===== config.mk =====
export PLATFORM = sky130hd
export DESIGN_NAME = jtag_tap_ctrl
export DESIGN_NICKNAME = d
export VERILOG_FILES = /design/src/rtl/jtag_pkg.sv /design/src/rtl/jtag_tap_fsm.sv /design/src/rtl/jtag_tap_ctrl.sv
export SDC_FILE = /design/constraint.sdc
export NUM_CORES = 1
export LEC_CHECK = 0
export ABC_AREA = 1
export CAP_MARGIN = 20
export CORE_MARGIN = 4
export CORE_UTILIZATION = 53
export DETAILED_ROUTE_END_ITERATION = 6
export PLACE_DENSITY = 0.81
export SKIP_CTS_REPAIR_TIMING = 1
export SYNTH_ARGS = -nofsm -noshare
export SYNTH_HDL_FRONTEND = slang
export SYNTH_HIERARCHICAL = 1
export SYNTH_SLANG_ARGS = --single-unit

===== constraint.sdc =====
create_clock -name TCK -period 1.9 [get_ports TCK]
set_input_delay 0.285 -clock TCK [delete_from_list [all_inputs] [get_ports TCK]]
set_output_delay 0.285 -clock TCK [all_outputs]
set_load 0.1 [all_outputs]

===== src/rtl/jtag_pkg.sv =====
// Shared TAP definitions: state encoding, DR select, opcodes, IR capture pattern
// and the 1149.1 next-state rule.
package jtag_pkg;

  typedef enum logic [3:0] {
    EX2_DR   = 4'h0, EX1_DR   = 4'h1, SH_DR    = 4'h2, PAUSE_DR = 4'h3,
    SEL_IR   = 4'h4, UPD_DR   = 4'h5, CAP_DR   = 4'h6, SEL_DR   = 4'h7,
    EX2_IR   = 4'h8, EX1_IR   = 4'h9, SH_IR    = 4'hA, PAUSE_IR = 4'hB,
    RTI      = 4'hC, UPD_IR   = 4'hD, CAP_IR   = 4'hE, TLR      = 4'hF
  } tap_state_e;

  typedef enum logic [1:0] {
    DR_BSR    = 2'd0,
    DR_IDCODE = 2'd1,
    DR_BYPASS = 2'd2
  } dr_sel_e;

  localparam int unsigned OP_EXTEST = 0;
  localparam int unsigned OP_SAMPLE = 1;
  localparam int unsigned OP_IDCODE = 2;
  localparam int unsigned OP_INTEST = 3;

  localparam logic [1:0] IR_CAPTURE = 2'b01;

  function automatic tap_state_e tap_next(input tap_state_e s, input logic tms);
    case (s)
      TLR:      return tms ? TLR    : RTI;
      RTI:      return tms ? SEL_DR : RTI;
      SEL_DR:   return tms ? SEL_IR : CAP_DR;
      CAP_DR:   return tms ? EX1_DR : SH_DR;
      SH_DR:    return tms ? EX1_DR : SH_DR;
      EX1_DR:   return tms ? UPD_DR : PAUSE_DR;
      PAUSE_DR: return tms ? EX2_DR : PAUSE_DR;
      EX2_DR:   return tms ? UPD_DR : SH_DR;
      UPD_DR:   return tms ? SEL_DR : RTI;
      SEL_IR:   return tms ? TLR    : CAP_IR;
      CAP_IR:   return tms ? EX1_IR : SH_IR;
      SH_IR:    return tms ? EX1_IR : SH_IR;
      EX1_IR:   return tms ? UPD_IR : PAUSE_IR;
      PAUSE_IR: return tms ? EX2_IR : PAUSE_IR;
      EX2_IR:   return tms ? UPD_IR : SH_IR;
      UPD_IR:   return tms ? SEL_DR : RTI;
      default:  return TLR;
    endcase
  endfunction

endpackage


===== src/rtl/jtag_tap_fsm.sv =====
// 16-state TAP controller; strobes are registered alongside the state so each
// one is high exactly while the controller sits in the matching state.
module jtag_tap_fsm
  import jtag_pkg::*;
(
  input  logic       tck,
  input  logic       trst_n,
  input  logic       tms,
  output tap_state_e state,
  output logic       capture_dr,
  output logic       shift_dr,
  output logic       update_dr,
  output logic       capture_ir,
  output logic       shift_ir,
  output logic       update_ir,
  output logic       tlr
);

  tap_state_e nxt_c;

  assign nxt_c = tap_next(state, tms);

  always_ff @(posedge tck or negedge trst_n) begin
    if (!trst_n) begin
      state      <= TLR;
      capture_dr <= 1'b0;
      shift_dr   <= 1'b0;
      update_dr  <= 1'b0;
      capture_ir <= 1'b0;
      shift_ir   <= 1'b0;
      update_ir  <= 1'b0;
      tlr        <= 1'b1;
    end else begin
      state      <= nxt_c;
      capture_dr <= (nxt_c == CAP_DR);
      shift_dr   <= (nxt_c == SH_DR);
      update_dr  <= (nxt_c == UPD_DR);
      capture_ir <= (nxt_c == CAP_IR);
      shift_ir   <= (nxt_c == SH_IR);
      update_ir  <= (nxt_c == UPD_IR);
      tlr        <= (nxt_c == TLR);
    end
  end

endmodule


===== src/rtl/jtag_tap_ctrl.sv =====
// JTAG TAP for the adder DFT wrapper: IR, IDCODE/BYPASS/BSR data registers,
// falling-edge update latches and falling-edge TDO retiming.
module jtag_tap_ctrl
  import jtag_pkg::*;
#(
  parameter int unsigned IR_WIDTH     = 4,
  parameter int unsigned BSR_LEN      = 51,
  parameter logic [31:0] IDCODE_VALUE = 32'h0A5C_0001
) (
  input  logic                TCK,
  input  logic                TRST_N,
  input  logic                TMS,
  input  logic                TDI,
  output logic                TDO,
  output logic                TDO_EN,
  input  logic [BSR_LEN-1:0]  bsr_capture,
  output logic [BSR_LEN-1:0]  bsr_update,
  output logic                test_mode,
  output logic [3:0]          tap_state,
  output logic [IR_WIDTH-1:0] instr
);

  localparam logic [31:0]         ID_WORD   = IDCODE_VALUE | 32'h1;
  localparam logic [IR_WIDTH-1:0] IR_RESET  = IR_WIDTH'(IR_CAPTURE);
  localparam logic [IR_WIDTH-1:0] OPC_EXT   = IR_WIDTH'(OP_EXTEST);
  localparam logic [IR_WIDTH-1:0] OPC_SMP   = IR_WIDTH'(OP_SAMPLE);
  localparam logic [IR_WIDTH-1:0] OPC_ID    = IR_WIDTH'(OP_IDCODE);
  localparam logic [IR_WIDTH-1:0] OPC_INT   = IR_WIDTH'(OP_INTEST);

  tap_state_e          state;
  logic                capture_dr, shift_dr, update_dr;
  logic                capture_ir, shift_ir, update_ir, tlr;
  logic [IR_WIDTH-1:0] ir_shift;
  logic [IR_WIDTH-1:0] instr_nxt_c;
  logic [31:0]         id_shift;
  logic                byp_shift;
  logic [BSR_LEN-1:0]  bsr_shift;
  dr_sel_e             dr_sel_c;
  logic                tdo_nxt_c;

  jtag_tap_fsm u_fsm (
    .tck        (TCK),
    .trst_n     (TRST_N),
    .tms        (TMS),
    .state      (state),
    .capture_dr (capture_dr),
    .shift_dr   (shift_dr),
    .update_dr  (update_dr),
    .capture_ir (capture_ir),
    .shift_ir   (shift_ir),
    .update_ir  (update_ir),
    .tlr        (tlr)
  );

  assign tap_state = state;

  // Unlisted opcodes fall through to BYPASS
  always_comb begin
    dr_sel_c = DR_BYPASS;
    if (instr == OPC_ID)
      dr_sel_c = DR_IDCODE;
    else if (instr == OPC_EXT || instr == OPC_SMP || instr == OPC_INT)
      dr_sel_c = DR_BSR;
  end

  always_comb begin
    instr_nxt_c = instr;
    if (tlr)
      instr_nxt_c = OPC_ID;
    else if (update_ir)
      instr_nxt_c = ir_shift;
  end

  always_comb begin
    tdo_nxt_c = 1'b0;
    if (shift_ir) begin
      tdo_nxt_c = ir_shift[0];
    end else if (shift_dr) begin
      case (dr_sel_c)
        DR_IDCODE: tdo_nxt_c = id_shift[0];
        DR_BYPASS: tdo_nxt_c = byp_shift;
        default:   tdo_nxt_c = bsr_shift[0];
      endcase
    end
  end

  // Capture/shift stages on the rising edge; only the selected DR moves
  always_ff @(posedge TCK or negedge TRST_N) begin
    if (!TRST_N) begin
      ir_shift  <= IR_RESET;
      id_shift  <= '0;
      byp_shift <= 1'b0;
      bsr_shift <= '0;
    end else begin
      if (tlr || capture_ir)
        ir_shift <= IR_RESET;
      else if (shift_ir)
        ir_shift <= {TDI, ir_shift[IR_WIDTH-1:1]};

      if (capture_dr) begin
        case (dr_sel_c)
          DR_IDCODE: id_shift  <= ID_WORD;
          DR_BYPASS: byp_shift <= 1'b0;
          default:   bsr_shift <= bsr_capture;
        endcase
      end else if (shift_dr) begin
        case (dr_sel_c)
          DR_IDCODE: id_shift  <= {TDI, id_shift[31:1]};
          DR_BYPASS: byp_shift <= TDI;
          default:   bsr_shift <= {TDI, bsr_shift[BSR_LEN-1:1]};
        endcase
      end
    end
  end

  // Update latches and TDO retiming on the falling edge
  always_ff @(negedge TCK or negedge TRST_N) begin
    if (!TRST_N) begin
      instr      <= OPC_ID;
      test_mode  <= 1'b0;
      bsr_update <= '0;
      TDO        <= 1'b0;
      TDO_EN     <= 1'b0;
    end else begin
      instr     <= instr_nxt_c;
      test_mode <= (instr_nxt_c == OPC_EXT) || (instr_nxt_c == OPC_INT);
      if (update_dr && dr_sel_c == DR_BSR)
        bsr_update <= bsr_shift;
      TDO    <= tdo_nxt_c;
      TDO_EN <= shift_dr | shift_ir;
    end
  end

endmodule


==> PnR_summary.wiki, run 1 <==
{| class="wikitable"
! Metric !! Value
|-
| Share of synthesized area occupied by flip-flops and latches || 0.570
|-
| Setup crit start kind || flop
|-
| Total congestion overflow || 0
|-
| Final-layout worst hold slack || 0.321 ns
|-
| Met3 Use GR || 0.0576
|-
| NumNets Final || 1007
|-
| Number of detailed-routing iterations run before antenna repair || 5
|-
| Type of the tightest min-delay check || input pin to async pin
|-
| Data arrival time of the critical path || 2.31 ns
|-
| Total of endpoints with negative setup slack in the final report || 198
|-
| Vert. Die Dim || 122 µm
|-
| Family of cells with the greatest summed delay on the critical path || flip-flops
|-
| Worst Tran Pin Value || 0.624 ns
|-
| Worst setup skew after layout || approximately 0.065 ns
|-
| Clock slew at the register clock pins of the worst setup and hold paths || 0.06 ns
|-
| Largest area contributor in the netlist || sky130_fd_sc_hd__dfrtp_1
|-
| Drt total wl || 17800 µm
|-
| Number of buffers between clock root and the deepest sink || 2
|-
| Highest-utilization routing layer at the global route stage || met2
|-
| Avg Synthesized Cell Area || 8.60 µm²
|-
| Post-Layout Inst Area || 0.0100 mm²
|-
| Count of inserted antenna diode cells || 0
|-
| Most used flip-flop cell after synthesis || sky130_fd_sc_hd__dfrtp_1
|-
| Vias || 5931
|-
| Buffers on Ports || roughly 120
|-
| Required @ worst endpoint || 1.62 ns
|-
| Via count of the first global-routing pass || 5817
|-
| Total Die Area || 0.0149 mm²
|-
| Total DRC errors in the routed layout || 0
|-
| Top area cells in the synthesized netlist || sky130_fd_sc_hd__dfrtp_1 34%, sky130_fd_sc_hd__dfrtn_1 21%, sky130_fd_sc_hd__nand2_1 14%
|-
| Number of distinct library cells after synthesis || 26
|-
| Post-Syn Area || between 0.006 and 0.007 mm²
|-
| Mapped Nets || 858
|-
| Via count normalized by instance count || roughly 5.2
|-
| CTS tree || built
|-
| Post-synthesis instance total || approximately 800
|-
| Clk Tree Root Cell || sky130_fd_sc_hd__clkbuf_16
|-
| Maximum fanout along the worst path || 4
|-
| Type of the setup path with the least slack || flop to output port
|-
| Post-synthesis async set-or-reset flop share || 1.00
|-
| GR Util met2 || 0.372
|-
| Initial drt markers || 546
|-
| RSZ-0062 raised after global routing || true
|-
| Area of combinational cells with multiple inputs || 0.00249 mm²
|-
| Max_cap viols || 0
|-
| Count of flip-flops with a built-in enable after synthesis || 0
|-
| Clk sink count || 157
|-
| DP Wirelength || 11100 µm
|-
| Clock H-tree levels || 4
|-
| Syn-to-layout area delta || 44.8%
|-
| Initial Utilization || 0.545
|-
| Clock latency reported for the late side of the worst-skew pair || 0.46 ns
|-
| Filler Cell Count || 760
|-
| Antenna violations before repair || 0
|-
| Utilization after layout || 0.789
|-
| Share of layout cells above drive strength 1 || 0.196
|-
| Number of max-slew violations in the final report || 0
|-
| Count of pins on the block boundary || 117
|-
| Number of register bits inferred by synthesis || 157
|-
| Setup ws final || -0.695 ns
|-
| Slowest stage cell on the critical path || sky130_fd_sc_hd__dfstp_4
|-
| Outcome || finished, violations left
|-
| Most numerous cell in the Yosys netlist || sky130_fd_sc_hd__nand2_1
|-
| Final hold violation count || 0
|-
| Total core area || 0.0127 mm²
|-
| Yosys synthesis warning count || 6
|-
| Area after DPL || between 0.009 and 0.01 mm²
|-
| Area occupied by registers || 0.00395 mm²
|-
| Cell types with the highest counts after synthesis || 257 x sky130_fd_sc_hd__nand2_1, 103 x sky130_fd_sc_hd__o21ai_0, 93 x sky130_fd_sc_hd__dfrtp_1
|-
| Maximum single-stage delay on the critical path || 0.64 ns
|-
| First-pass GRT wire length || ~27000 µm
|-
| Wire per inst || 15.6 µm
|-
| Worst setup EP type || output port
|-
| Final weighted congestion of routability-driven global placement || 0.850
|-
| Violated checks || setup timing
|-
| Worst slew slack as a fraction of its limit || 0.584
|-
| Count of buffer and inverter cells on the critical path || 2
|-
| Total routing usage reported by global routing || 0.228
|-
| Area fraction of the dominant cell type after synthesis || 0.337
|-
| Global-route track usage on met1 || 0.300
|-
| Sequence of cells on the critical path || buf_6 > buf_12
|-
| Number of buffers created by CTS || 17
|-
| Die Span X || 122 µm
|-
| Largest net degree at the start of global routing || 72
|-
| Placement row count || 41
|-
| ANT nets after route || 0
|}
## placed cells by master, fill, tap and decap left out, types with 2 or more instances in the layout
master	instances
sky130_fd_sc_hd__a21oi_1	2
sky130_fd_sc_hd__buf_12	71
sky130_fd_sc_hd__buf_4	36
sky130_fd_sc_hd__buf_6	7
sky130_fd_sc_hd__bufinv_16	3
sky130_fd_sc_hd__clkbuf_1	5
sky130_fd_sc_hd__clkbuf_16	23
sky130_fd_sc_hd__clkdlybuf4s50_1	53
sky130_fd_sc_hd__clkinv_2	2
sky130_fd_sc_hd__dfrtn_1	57
sky130_fd_sc_hd__dfrtp_1	92
sky130_fd_sc_hd__dfstp_2	6
sky130_fd_sc_hd__inv_1	71
sky130_fd_sc_hd__inv_2	9
sky130_fd_sc_hd__nand2_1	254
sky130_fd_sc_hd__nand2_2	5
sky130_fd_sc_hd__nand3_1	14
sky130_fd_sc_hd__nand3_2	2
sky130_fd_sc_hd__nor2_1	35
sky130_fd_sc_hd__nor2_2	3
sky130_fd_sc_hd__nor2_4	4
sky130_fd_sc_hd__o2111ai_1	2
sky130_fd_sc_hd__o211ai_1	2
sky130_fd_sc_hd__o21a_1	50
sky130_fd_sc_hd__o21ai_0	83
sky130_fd_sc_hd__o21ai_1	51
sky130_fd_sc_hd__o21ai_2	9
## area by class of cell
cell class | count | share of cell area
tap | 172 | 0.0215
inverter | 79 | 0.0296
sequential | 157 | 0.394
multi-input combinational | 521 | 0.249
clock buffer | 23 | 0.0458
clock inverter | 9 | 0.0120
timing repair buffer | 175 | 0.248
## logic make-up after synthesis
kind of cell,Yosys count,synth area share
buf+inv,125,0.0793
flops,157,0.570
compound gates,201,0.169
simple gates,320,0.182
## metal layers
metal,vias to the layer above,wire [µm]
met5,-,0
met4,0,364
met3,36,1160
met2,225,8860
met1,2816,7380
li1,2854,-
## final timing paths
check	startpoint	endpoint	slack [ns]	cells past startpoint
worst max-delay path	instr[1]	instr[1]	-0.70	2
min in group TCK	id_shift[5]	id_shift[5]	0.49	2
worst min-delay path	TRST_N	bsr_shift[35]	0.32	2
worst min register to register	id_shift[5]	id_shift[5]	0.49	2
worst max register to register	instr[1]	id_shift[0]	-0.66	6
max in group asynchronous	TRST_N	instr[0]	0.22	3
## registers in the layout (all words and copies together), names as in the netlist, 4 cells and up
signal and cells:
instr 4, ir_shift 4, id_shift 32, bsr_update 51
u_fsm/state 4, bsr_shift 51
## through the flow
| step | setup TNS, ns | setup WS [ns] | instances |
|---|---|---|---|
| floorplan | -96.49 | -0.959 | 803 |
| global placement | -42.71 | -0.430 | 1093 |
| detailed placement | -46.31 | -0.489 | 1093 |
| CTS | -73.38 | -0.684 | 1124 |
| global route | -91.75 | -0.740 | 1136 |
| finish | -79.79 | -0.695 | 1136 |
Power of run 1 is left out: the tool's default activity adds up to more than one toggle a clock period on the data nets, which glitch-free logic cannot reach.
==> inputs of run 2 (changes only) <==
Settings changed: CORE_UTILIZATION 53 to 45, GPL_TIMING_DRIVEN set to 0, PLACE_DENSITY 0.81 to 0.7, SLEW_MARGIN set to 20.
==> PnR_summary.wiki, run 2 (same netlist as run 1, synthesis figures left out) <==
{| class="wikitable"
! Metric !! Value
|-
| Vias || 5734 (was 5931)
|-
| Slowest stage cell on the critical path || sky130_fd_sc_hd__dfstp_4 (unchanged)
|-
| Worst Tran Pin Value || 0.541 ns (was 0.624 ns)
|-
| Antenna violations before repair || 1 (was 0)
|-
| Number of logic stages on the critical path including buffering || 1 (was 2)
|-
| Clk sink count || 157 (unchanged)
|-
| Vert. Die Dim || 132 µm (was 122 µm)
|-
| Total Die Area || 0.0174 mm² (was 0.0149 mm²)
|-
| Count of buffer and inverter cells on the critical path || 1 (was 2)
|-
| DP Wirelength || 10700 µm (was 11100 µm)
|-
| Via count of the first global-routing pass || 5617 (was 5817)
|-
| Total routing usage reported by global routing || 0.183 (was 0.228)
|-
| Total congestion overflow || 0 (unchanged)
|-
| Syn-to-layout area delta || 42.6% (was 44.8%)
|-
| Maximum single-stage delay on the critical path || 0.65 ns (was 0.64 ns)
|-
| Number of buffers between clock root and the deepest sink || 2 (unchanged)
|-
| Number of max-slew violations in the final report || 0 (unchanged)
|-
| Most used cells in the layout excluding fill and tap cells || 256 x sky130_fd_sc_hd__nand2_1, 93 x sky130_fd_sc_hd__dfrtp_1, 89 x sky130_fd_sc_hd__o21ai_0 (was 254 x sky130_fd_sc_hd__nand2_1, 92 x sky130_fd_sc_hd__dfrtp_1, 83 x sky130_fd_sc_hd__o21ai_0)
|-
| Setup crit start kind || flop (unchanged)
|-
| Post-Layout Cell Count || 1159 (was 1136)
|-
| Final hold violation count || 0 (unchanged)
|-
| RSZ-0062 raised after global routing || true (unchanged)
|-
| Worst slew slack as a fraction of its limit || 0.641 (was 0.584)
|-
| Cell count of the worst reg-to-reg path || 5 (was 6)
|-
| Worst setup skew after layout || 0.0491 ns (was 0.0654 ns)
|-
| Placed cell count || 1108 (was 1093)
|-
| ANT nets after route || 0 (unchanged)
|-
| Data arrival time of the critical path || 2.23 ns (was 2.31 ns)
|-
| Number of buffers created by CTS || 17 (unchanged)
|-
| Type of the setup path with the least slack || flop to output port (unchanged)
|-
| Outcome || finished, violations left (unchanged)
|-
| Post-Layout Inst Area || 0.00985 mm² (was 0.0100 mm²)
|-
| NumNets Final || 1013 (was 1007)
|-
| Commonest non-fill, non-tap cell in the layout || sky130_fd_sc_hd__nand2_1 (unchanged)
|-
| Share of layout cells above drive strength 1 || 0.188 (was 0.196)
|-
| First-pass GRT wire length || 26200 µm (was 26900 µm)
|-
| Initial Utilization || 0.456 (was 0.545)
|-
| Clk Tree Root Cell || sky130_fd_sc_hd__clkbuf_16 (unchanged)
|-
| Family of cells with the greatest summed delay on the critical path || flip-flops (unchanged)
|-
| Initial drt markers || 313 (was 546)
|-
| Die Span X || 132 µm (was 122 µm)
|-
| Filler Cell Count || 1217 (was 760)
|-
| Placement row count || 45 (was 41)
|-
| Setup ws final || -0.610 ns (was -0.695 ns)
|-
| Wire per inst || 14.0 µm (was 15.6 µm)
|-
| Largest net degree at the start of global routing || 87 (was 72)
|-
| Type of the tightest min-delay check || input pin to async pin (unchanged)
|-
| Final-layout worst hold slack || 0.0165 ns (was 0.321 ns)
|-
| Total of endpoints with negative setup slack in the final report || 197 (was 198)
|-
| Sequence of cells on the critical path || buf_12 (was buf_6 > buf_12)
|-
| Final weighted congestion of routability-driven global placement || 0.818 (was 0.850)
|-
| Drt total wl || 16200 µm (was 17800 µm)
|-
| Clock H-tree levels || 4 (unchanged)
|-
| Total core area || 0.0151 mm² (was 0.0127 mm²)
|-
| Clock latency reported for the late side of the worst-skew pair || 0.44 ns (was 0.46 ns)
|-
| Via count normalized by instance count || 4.95 (was 5.22)
|-
| Maximum fanout along the worst path || 4 (unchanged)
|-
| Count of inserted antenna diode cells || 0 (unchanged)
|-
| Top flop regs || bsr_shift (51), bsr_update (51), id_shift (32) (unchanged)
|-
| Clock slew at the register clock pins of the worst setup and hold paths || 0.06 ns (about the same)
|-
| Count of pins on the block boundary || 117 (unchanged)
|-
| Flop2flop setup slack || -0.56 ns (was -0.66 ns)
|-
| CTS tree || built (unchanged)
|-
| Required @ worst endpoint || 1.62 ns (about the same)
|-
| Violated checks || setup timing (unchanged)
|-
| Worst setup EP type || output port (unchanged)
|-
| Number of detailed-routing iterations run before antenna repair || 4 (was 5)
|-
| Max_cap viols || 0 (unchanged)
|-
| Area after DPL || 0.00843 mm² (was 0.00916 mm²)
|-
| Buffers on Ports || 116 (unchanged)
|-
| Total DRC errors in the routed layout || 0 (unchanged)
|}
-- run 2: cell count changes in the layout (fill, tap and decap cells not counted), moves of 4 or more --
cell / before / now
sky130_fd_sc_hd__buf_4: 36 / 21
sky130_fd_sc_hd__buf_6: 7 / 19
sky130_fd_sc_hd__buf_12: 71 / 60
sky130_fd_sc_hd__clkbuf_1: 5 / 13
sky130_fd_sc_hd__buf_2: 0 / 7
sky130_fd_sc_hd__o21ai_0: 83 / 89
sky130_fd_sc_hd__o21ai_2: 9 / 4
sky130_fd_sc_hd__clkbuf_2: 0 / 4
-- run 2: worst paths after layout --
kind	endpoint	startpoint
setup / recovery	instr[1]	instr[1]
hold / removal	id_shift[19]	TRST_N
setup reg to reg	id_shift[2]	instr[1]
hold reg to reg	id_shift[17]	id_shift[17]
max in group asynchronous	instr[1]	TRST_N
min in group TCK	id_shift[17]	id_shift[17]
-- run 2: layer usage --
metal | wire, µm | up-vias | global-route usage
li1 | - | 2864 | -
met1 | 7440 | 2751 | 0.246
met2 | 7860 | 96 | 0.290
met3 | 604 | 21 | 0.0447
met4 | 261 | 2 | 0.0677
met5 | 8 | - | 0
-- run 2: cell type report --
class | count | area [µm²] | area share
sequential | 157 | 3940 | 0.400
multi-input combinational | 521 | 2470 | 0.251
timing repair buffer | 136 | 1920 | 0.195
clock buffer | 25 | 549 | 0.0558
buffer | 45 | 384 | 0.0390
inverter | 79 | 297 | 0.0301
tap | 188 | 235 | 0.0239
clock inverter | 8 | 52.6 | 0.00534
-- run 2: stage by stage --
stage / util / setup TNS, ns / setup WS, ns
2_1_floorplan: - / -96.49 / -0.959
3_3_place_gp: 0.555 / -1053.86 / -6.61
3_5_place_dp: 0.557 / -108.03 / -1.10
4_1_cts: 0.596 / -137.25 / -1.58
5_1_grt: 0.650 / -85.15 / -0.643
6_report: 0.650 / -72.60 / -0.610
Power of run 2 is left out for the same reason.
==> inputs of run 3 (changes only) <==
Settings changed: CORE_MARGIN 4 to not set, PLACE_DENSITY 0.7 to 0.73.
Clock period 1.9 ns to 2.2 ns, I/O delays scaled along.
==> PnR_summary.wiki, run 3 (same netlist as run 1, synthesis figures left out) <==
{| class="wikitable"
! Metric !! Value
|-
| Via count of the first global-routing pass || 5364 (was 5617)
|-
| Sequence of cells on the critical path || buf_12 (unchanged)
|-
| Clock H-tree levels || 4 (unchanged)
|-
| Setup crit start kind || flop (unchanged)
|-
| Met3 Use GR || 0.0446 (was 0.0447)
|-
| First-pass GRT wire length || 26100 µm (was 26200 µm)
|-
| Total Die Area || 0.0158 mm² (was 0.0174 mm²)
|-
| Clock slew at the register clock pins of the worst setup and hold paths || 0.06 ns (about the same)
|-
| Maximum single-stage delay on the critical path || 0.64 ns (was 0.65 ns)
|-
| Vert. Die Dim || 126 µm (was 132 µm)
|-
| Count of pins on the block boundary || 117 (unchanged)
|-
| Setup ws final || -0.496 ns (was -0.610 ns)
|-
| Worst setup EP type || output port (unchanged)
|-
| GR Util met2 || 0.323 (was 0.290)
|-
| Top flop regs || bsr_shift (51), bsr_update (51), id_shift (32) (unchanged)
|-
| RSZ-0062 raised after global routing || true (unchanged)
|-
| Max_cap viols || 0 (unchanged)
|-
| Maximum fanout along the worst path || 4 (unchanged)
|-
| Family of cells with the greatest summed delay on the critical path || flip-flops (unchanged)
|-
| Antenna violations before repair || 0 (was 1)
|-
| Total routing usage reported by global routing || 0.207 (was 0.183)
|-
| Drt total wl || 17800 µm (was 16200 µm)
|-
| Final-layout worst hold slack || 0.0299 ns (was 0.0165 ns)
|-
| Placed cell count || 1104 (was 1108)
|-
| DP Wirelength || 10400 µm (was 10700 µm)
|-
| Clk Tree Root Cell || sky130_fd_sc_hd__clkbuf_16 (unchanged)
|-
| Vias || 5905 (was 5734)
|-
| Total core area || 0.0148 mm² (was 0.0151 mm²)
|-
| Number of max-slew violations in the final report || 0 (unchanged)
|-
| Initial Utilization || 0.468 (was 0.456)
|-
| Worst slew slack as a fraction of its limit || 0.340 (was 0.641)
|-
| Final weighted congestion of routability-driven global placement || 0.821 (was 0.818)
|-
| Highest-utilization routing layer at the global route stage || met2 (unchanged)
|-
| Area after DPL || 0.00839 mm² (was 0.00843 mm²)
|-
| Required @ worst endpoint || 1.87 ns (was 1.62 ns)
|-
| Clk sink count || 157 (unchanged)
|-
| Wire per inst || 15.1 µm (was 14.0 µm)
|-
| Number of logic stages on the critical path including buffering || 1 (unchanged)
|-
| Outcome || finished, violations left (unchanged)
|-
| Worst setup skew after layout || 0.0485 ns (was 0.0491 ns)
|-
| ANT nets after route || 0 (unchanged)
|-
| Total congestion overflow || 0 (unchanged)
|-
| Count of inserted antenna diode cells || 0 (unchanged)
|-
| Post-Layout Cell Count || 1179 (was 1159)
|-
| Post-Layout Inst Area || 0.0104 mm² (was 0.00985 mm²)
|-
| Placement row count || 44 (was 45)
|-
| Initial drt markers || 418 (was 313)
|-
| Global-route track usage on met1 || 0.289 (was 0.246)
|-
| Share of layout cells above drive strength 1 || 0.252 (was 0.188)
|-
| Type of the tightest min-delay check || input pin to async pin (unchanged)
|-
| NumNets Final || 1037 (was 1013)
|-
| Slowest stage cell on the critical path || sky130_fd_sc_hd__dfstp_4 (unchanged)
|-
| CTS tree || built (unchanged)
|-
| Syn-to-layout area delta || 50.7% (was 42.6%)
|-
| Buffers on Ports || 116 (unchanged)
|-
| Die Span X || 126 µm (was 132 µm)
|-
| Number of detailed-routing iterations run before antenna repair || 7 (was 4)
|-
| Number of buffers between clock root and the deepest sink || 2 (unchanged)
|-
| Largest net degree at the start of global routing || 91 (was 87)
|-
| Number of buffers created by CTS || 17 (unchanged)
|-
| Count of buffer and inverter cells on the critical path || 1 (unchanged)
|-
| Total of endpoints with negative setup slack in the final report || 191 (was 197)
|-
| Data arrival time of the critical path || 2.37 ns (was 2.23 ns)
|-
| Total DRC errors in the routed layout || 0 (unchanged)
|-
| Violated checks || setup timing (unchanged)
|-
| Worst Tran Pin Value || 0.988 ns (was 0.541 ns)
|-
| Type of the setup path with the least slack || flop to output port (unchanged)
|-
| Via count normalized by instance count || 5.01 (was 4.95)
|-
| Most used cells in the layout excluding fill and tap cells || 212 x sky130_fd_sc_hd__nand2_1, 92 x sky130_fd_sc_hd__dfrtp_1, 81 x sky130_fd_sc_hd__o21ai_0 (was 256 x sky130_fd_sc_hd__nand2_1, 93 x sky130_fd_sc_hd__dfrtp_1, 89 x sky130_fd_sc_hd__o21ai_0)
|-
| Sum Neg Setup Slack || -53.85 ns (was -72.60 ns)
|-
| Clock latency reported for the late side of the worst-skew pair || 0.44 ns (about the same)
|-
| Cell count of the worst reg-to-reg path || 8 (was 5)
|-
| Final hold violation count || 0 (unchanged)
|-
| Commonest non-fill, non-tap cell in the layout || sky130_fd_sc_hd__nand2_1 (unchanged)
|}
[run 3: cell count changes in the layout (fill, tap and decap cells not counted), sizes merged]
cell	previous run	this run
dlymetal6s2s	0	4
clkbuf	41	38
inv	80	82
buf	112	129
clkinv	3	4
bufinv	0	3
[run 3: final cells by class]
cell class	instances	area, µm²
Tap cell	184	230
Sequential cell	157	3940
Timing Repair Buffer	161	2280
Clock inverter	14	168
Inverter	79	297
Multi-Input combinational cell	521	2650
Clock buffer	19	454
Buffer	44	382
Fill cell	1063	4350
[run 3: path summary, 6_finish.rpt]
path | startpoint | end | slack, ns
hold reg to reg | id_shift[15] | id_shift[15] | 0.49
setup / recovery | instr[1] | instr[1] | -0.50
min in group TCK | id_shift[15] | id_shift[15] | 0.49
hold / removal | TRST_N | u_fsm/tlr | 0.03
max in group asynchronous | TRST_N | bsr_update[33] | 0.69
setup reg to reg | instr[1] | bsr_shift[20] | -0.41
[run 3: per-stage QoR]
| step | utilization | setup slack, ns |
|---|---|---|
| floorplan | - | -0.809 |
| global placement | 0.566 | -6.43 |
| detailed placement | 0.569 | -0.992 |
| CTS | 0.611 | -1.47 |
| global route | 0.705 | -0.534 |
| finish | 0.705 | -0.496 |
[run 3: routing by layer]
metal	routed length, µm	share of wire
met2	9150	0.52
met1	7700	0.43
met4	199	0.011
met3	713	0.040
met5	0	0
Power of run 3 is left out for the same reason.
==> RTL edit 1 (config.mk and constraints of run 1) <==
`IR_WIDTH`: 4 -> 5.
--- a/src/rtl/jtag_tap_ctrl.sv
+++ b/src/rtl/jtag_tap_ctrl.sv
@@ -5,3 +5,3 @@
 #(
-  parameter int unsigned IR_WIDTH     = 4,
+  parameter int unsigned IR_WIDTH     = 5,
   parameter int unsigned BSR_LEN      = 51,
Ports: changed (resized instr); port bits go from 117 to 118. The function was not compared with the original's and may differ.
==> RTL edit 1 against run 1 <==
The run still ends with setup timing left; global-route usage increased by 0.47 points; setup slack got worse by 140 ps; non-clock buffer count increased by 22; routed wire length increased by 56%; sequential cell count increased by 2; synthesized area decreased by 0.94%; final area increased by 10%; synthesized cell count decreased by 0.25%; highest routed layer unchanged.
==> RTL edit 1: results (changes against run 1) <==
| Metric | Value |
|---|---|
| Commonest cells post-synth | `nand2_1, o21ai_0, dfrtp_1` |
| Tot GR Track Use | `23.3% (+0.47 points)` |
| Initial DRC Count | `1078 (+97%)` |
| Hpwl dp | `11400 um (+3.2%)` |
| Seq/Total Area, Yosys | `58.3% (+1.3 points)` |
| Crit path to | `bsr_shift[24]` |
| CP Buf/Inv Count | `4 (+2)` |
| Clk buf depth | `2 (unchanged)` |
| Top_reg_cell synth | `dfrtp_1` |
| Skew final | `63.6 ps (-1.85 ps)` |
| Post-DP Area | `9060 sq um (-1.0%)` |
| Detailed Routing Iterations Pass 1 | `6 (+1)` |
| Total Nets Final | `1029 (+2.2%)` |
| Critical path type | `reg -> reg` |
| Worst R2R Setup Slack | `-830 ps (-170 ps)` |
| First-pass GRT wire length | `27300 um (+1.3%)` |
| Synthesized Nets | `856 (-0.23%)` |
| Final setup slack of the worst path | `-830 ps (-135 ps)` |
| Top cells by area, synth | `dfrtp_1, dfrtn_1, nand2_1` |
| Crit path max-delay family | `buffers and inverters` |
| Crit Path Max Fanout | `12 (+8)` |
| GPL Wtd Cong | `0.837 (-1.6%)` |
| Port Buffer Count | `117 (+0.86%)` |
| Status | `finished, violations left` |
| CTS buffer count | `17 (unchanged)` |
| Critical Path AT | `3060 ps (+750 ps)` |
| Max incr delay on CP | `470 ps (-170 ps)` |
| Vias in the first global route | `5682 (-2.3%)` |
| Met2 Resource Use GR | `39.1% (+1.9 points)` |
| Dpl ws | `-545 ps (-55.9 ps)` |
| Slew margin rel. | `56.1% (-2.3 points)` |
| Largest net degree at the start of global routing | `71 (-1.4%)` |
| Grt met1 use | `30.0% (about the same)` |
| Synth Instances | `801 (-0.25%)` |
| WHS | `305 ps (-16.7 ps)` |
| Via/cell ratio | `6.24 (+20%)` |
| Via count | `7242 (+22%)` |
| Share of layout cells above drive strength 1 | `33.4% (+14 points)` |
| DP Cell Count | `1081 (-1.1%)` |
| Final setup viols | `200 (+1.0%)` |
| Post-Route WL | `27600 um (+56%)` |
| Worst Reg-to-Reg Cells | `8 (+2)` |
| TNS Setup | `-100530 ps (-20730 ps)` |
| Failing checks | `setup timing` |
[RTL edit 1: changes by cell type after synthesis, moves of 2 or more]
cell	before	now
or2_2	1	3
nand2_1	257	252
a21oi_1	2	7
inv_2	7	9
buf_2	9	17
nand4_1	0	3
buf_4	18	8
o21a_1	50	0
o21ai_0	103	125
o21ai_1	38	63
nor2_1	38	26
nor2_4	1	3
[RTL edit 1: logic make-up (layout without fill, tap and decap cells)]
group,after synthesis,count (layout),synth area share (%)
compound gates,204,204,15.4
buf+inv,127,312,7.74
xor+xnor,1,1,0.128
simple gates,310,311,18.4
flops,159,159,58.3
other cells,0,1,0
[RTL edit 1: layout make-up]
class,count,area [sq um]
fillers,455,1580
multi-input cells,516,2910
flip-flops and latches,159,4000
inverters,82,310
clock inverters,10,78.8
repair buffers,197,3000
diodes,1,2.50
clock buffers,23,531
well taps,172,215
[RTL edit 1: per-layer routing]
layer	vias to the layer above	part of all wire, %
met2	678	50
li1	2913	-
met5	-	0
met1	3464	34
met4	0	6.5
met3	187	10
==> RTL edit 2 (settings of run 1) <==
Made on the original files. Remove the register `TDO_EN`: a continuous assignment takes its place, so the output `TDO_EN` follows one clock earlier.
--- a/src/rtl/jtag_tap_ctrl.sv
+++ b/src/rtl/jtag_tap_ctrl.sv
@@ -122,3 +122,2 @@
       TDO        <= 1'b0;
-      TDO_EN     <= 1'b0;
     end else begin
@@ -129,3 +128,2 @@
       TDO    <= tdo_nxt_c;
-      TDO_EN <= shift_dr | shift_ir;
     end
@@ -133,2 +131,4 @@
 
+  assign TDO_EN = shift_dr | shift_ir;
+
 endmodule
Function: not checked (the comparison handles one clock edge and no latches or derived clocks); the edit may change what the design does.
==> RTL edit 2 against run 1 <==
The flow still finishes with violations (setup timing); sequential cell count fell by 1; largest cell class unchanged; via count increased by 12%; final area increased by 5.8%; worst hold slack worse by 41 ps; highest routed layer unchanged; synthesized cell count down 0.12%; register-to-register slack lost 70 ps; setup slack lost 34 ps; count of clock-buffer cells in the layout is 5 lower; synthesized area decreased by 0.36%; global-route usage shrank 0.63 points; routed wire length up 29%; non-clock buffer count rose by 24.
Power is left out: the tool's default activity adds up to more than one toggle a clock period on the data nets, which glitch-free logic cannot reach.
==> RTL edit 2: results (changes against run 1) <==
| Metric | Value |
|---|---|
| Total Nets Final | `1030 (+2.3%)` |
| # fillers | `588 (-23%)` |
| Drt wl/cell | `19.8 um (+27%)` |
| Final setup viols | `195 (-1.5%)` |
| Hpwl dp | `10700 um (-2.8%)` |
| Commonest cells post-synth | `nand2_1, o21ai_0, dfrtp_1` |
| DR WL met3 | `1680 um (+46%)` |
| Met3 Track Usage GR | `4.74% (-1.0 points)` |
| Worst Reg-to-Reg Cells | `8 (+2)` |
| First-pass GRT wire length | `26100 um (-3.1%)` |
| Routed length on met2 | `11500 um (+30%)` |
| Status | `finished, violations left` |
| Met2 Resource Use GR | `35.5% (-1.7 points)` |
| Largest net degree at the start of global routing | `65 (-9.7%)` |
| Final setup slack of the worst path | `-730 ps (-34.5 ps)` |
| Failing checks | `setup timing` |
| Nonclk buf count | `199 (+14%)` |
| Clkbuf count | `18 (-22%)` |
| Crit Path Max Fanout | `13 (+9)` |
| Fraction of area in registers | `37.1% (-2.4 points)` |
| Critical path type | `reg -> reg` |
| Vias in the first global route | `5547 (-4.6%)` |
| Worst slew pin tran | `606 ps (-17.7 ps)` |
| Top cells by area, synth | `dfrtp_1, dfrtn_1, nand2_1` |
| Clock-cell share of area | `5.78% (about the same)` |
| Skew final | `59.9 ps (-5.50 ps)` |
| Multi-input logic area | `2600 sq um (+4.5%)` |
| Non-clk buf share | `27.7% (+2.9 points)` |
| GPL Wtd Cong | `0.821 (-3.5%)` |
| Synthesized Nets | `857 (-0.12%)` |
| FF-to-FF End | `bsr_shift[8]` |
-- RTL edit 2: changes by cell type after synthesis --
cell | before | now
dfrtn_1 | 57 | 56
-- RTL edit 2: kinds of logic (layout without fill, tap and decap cells) --
family / Yosys count / after routing / synth area share [%]
compound gates: 201 / 201 / 16.9
flops: 156 / 156 / 56.9
buf+inv: 125 / 311 / 7.96
simple gates: 320 / 320 / 18.3
-- RTL edit 2: metrics by stage --
| stage | instances | hold WS [ps] | TNS [ps] | setup WS, ps | area [sq um] |
|---|---|---|---|---|---|
| 3_3_place_gp | 1076 | 155 | -38300 | -392 | 8980 |
| 2_1_floorplan | 802 | -10.6 | -96200 | -959 | 6980 |
| 5_1_grt | 1160 | 294 | -95020 | -766 | 10600 |
| 3_5_place_dp | 1076 | 153 | -42460 | -484 | 8980 |
| 6_report | 1160 | 280 | -87490 | -730 | 10600 |
| 4_1_cts | 1108 | -300 | -68850 | -701 | 9590 |
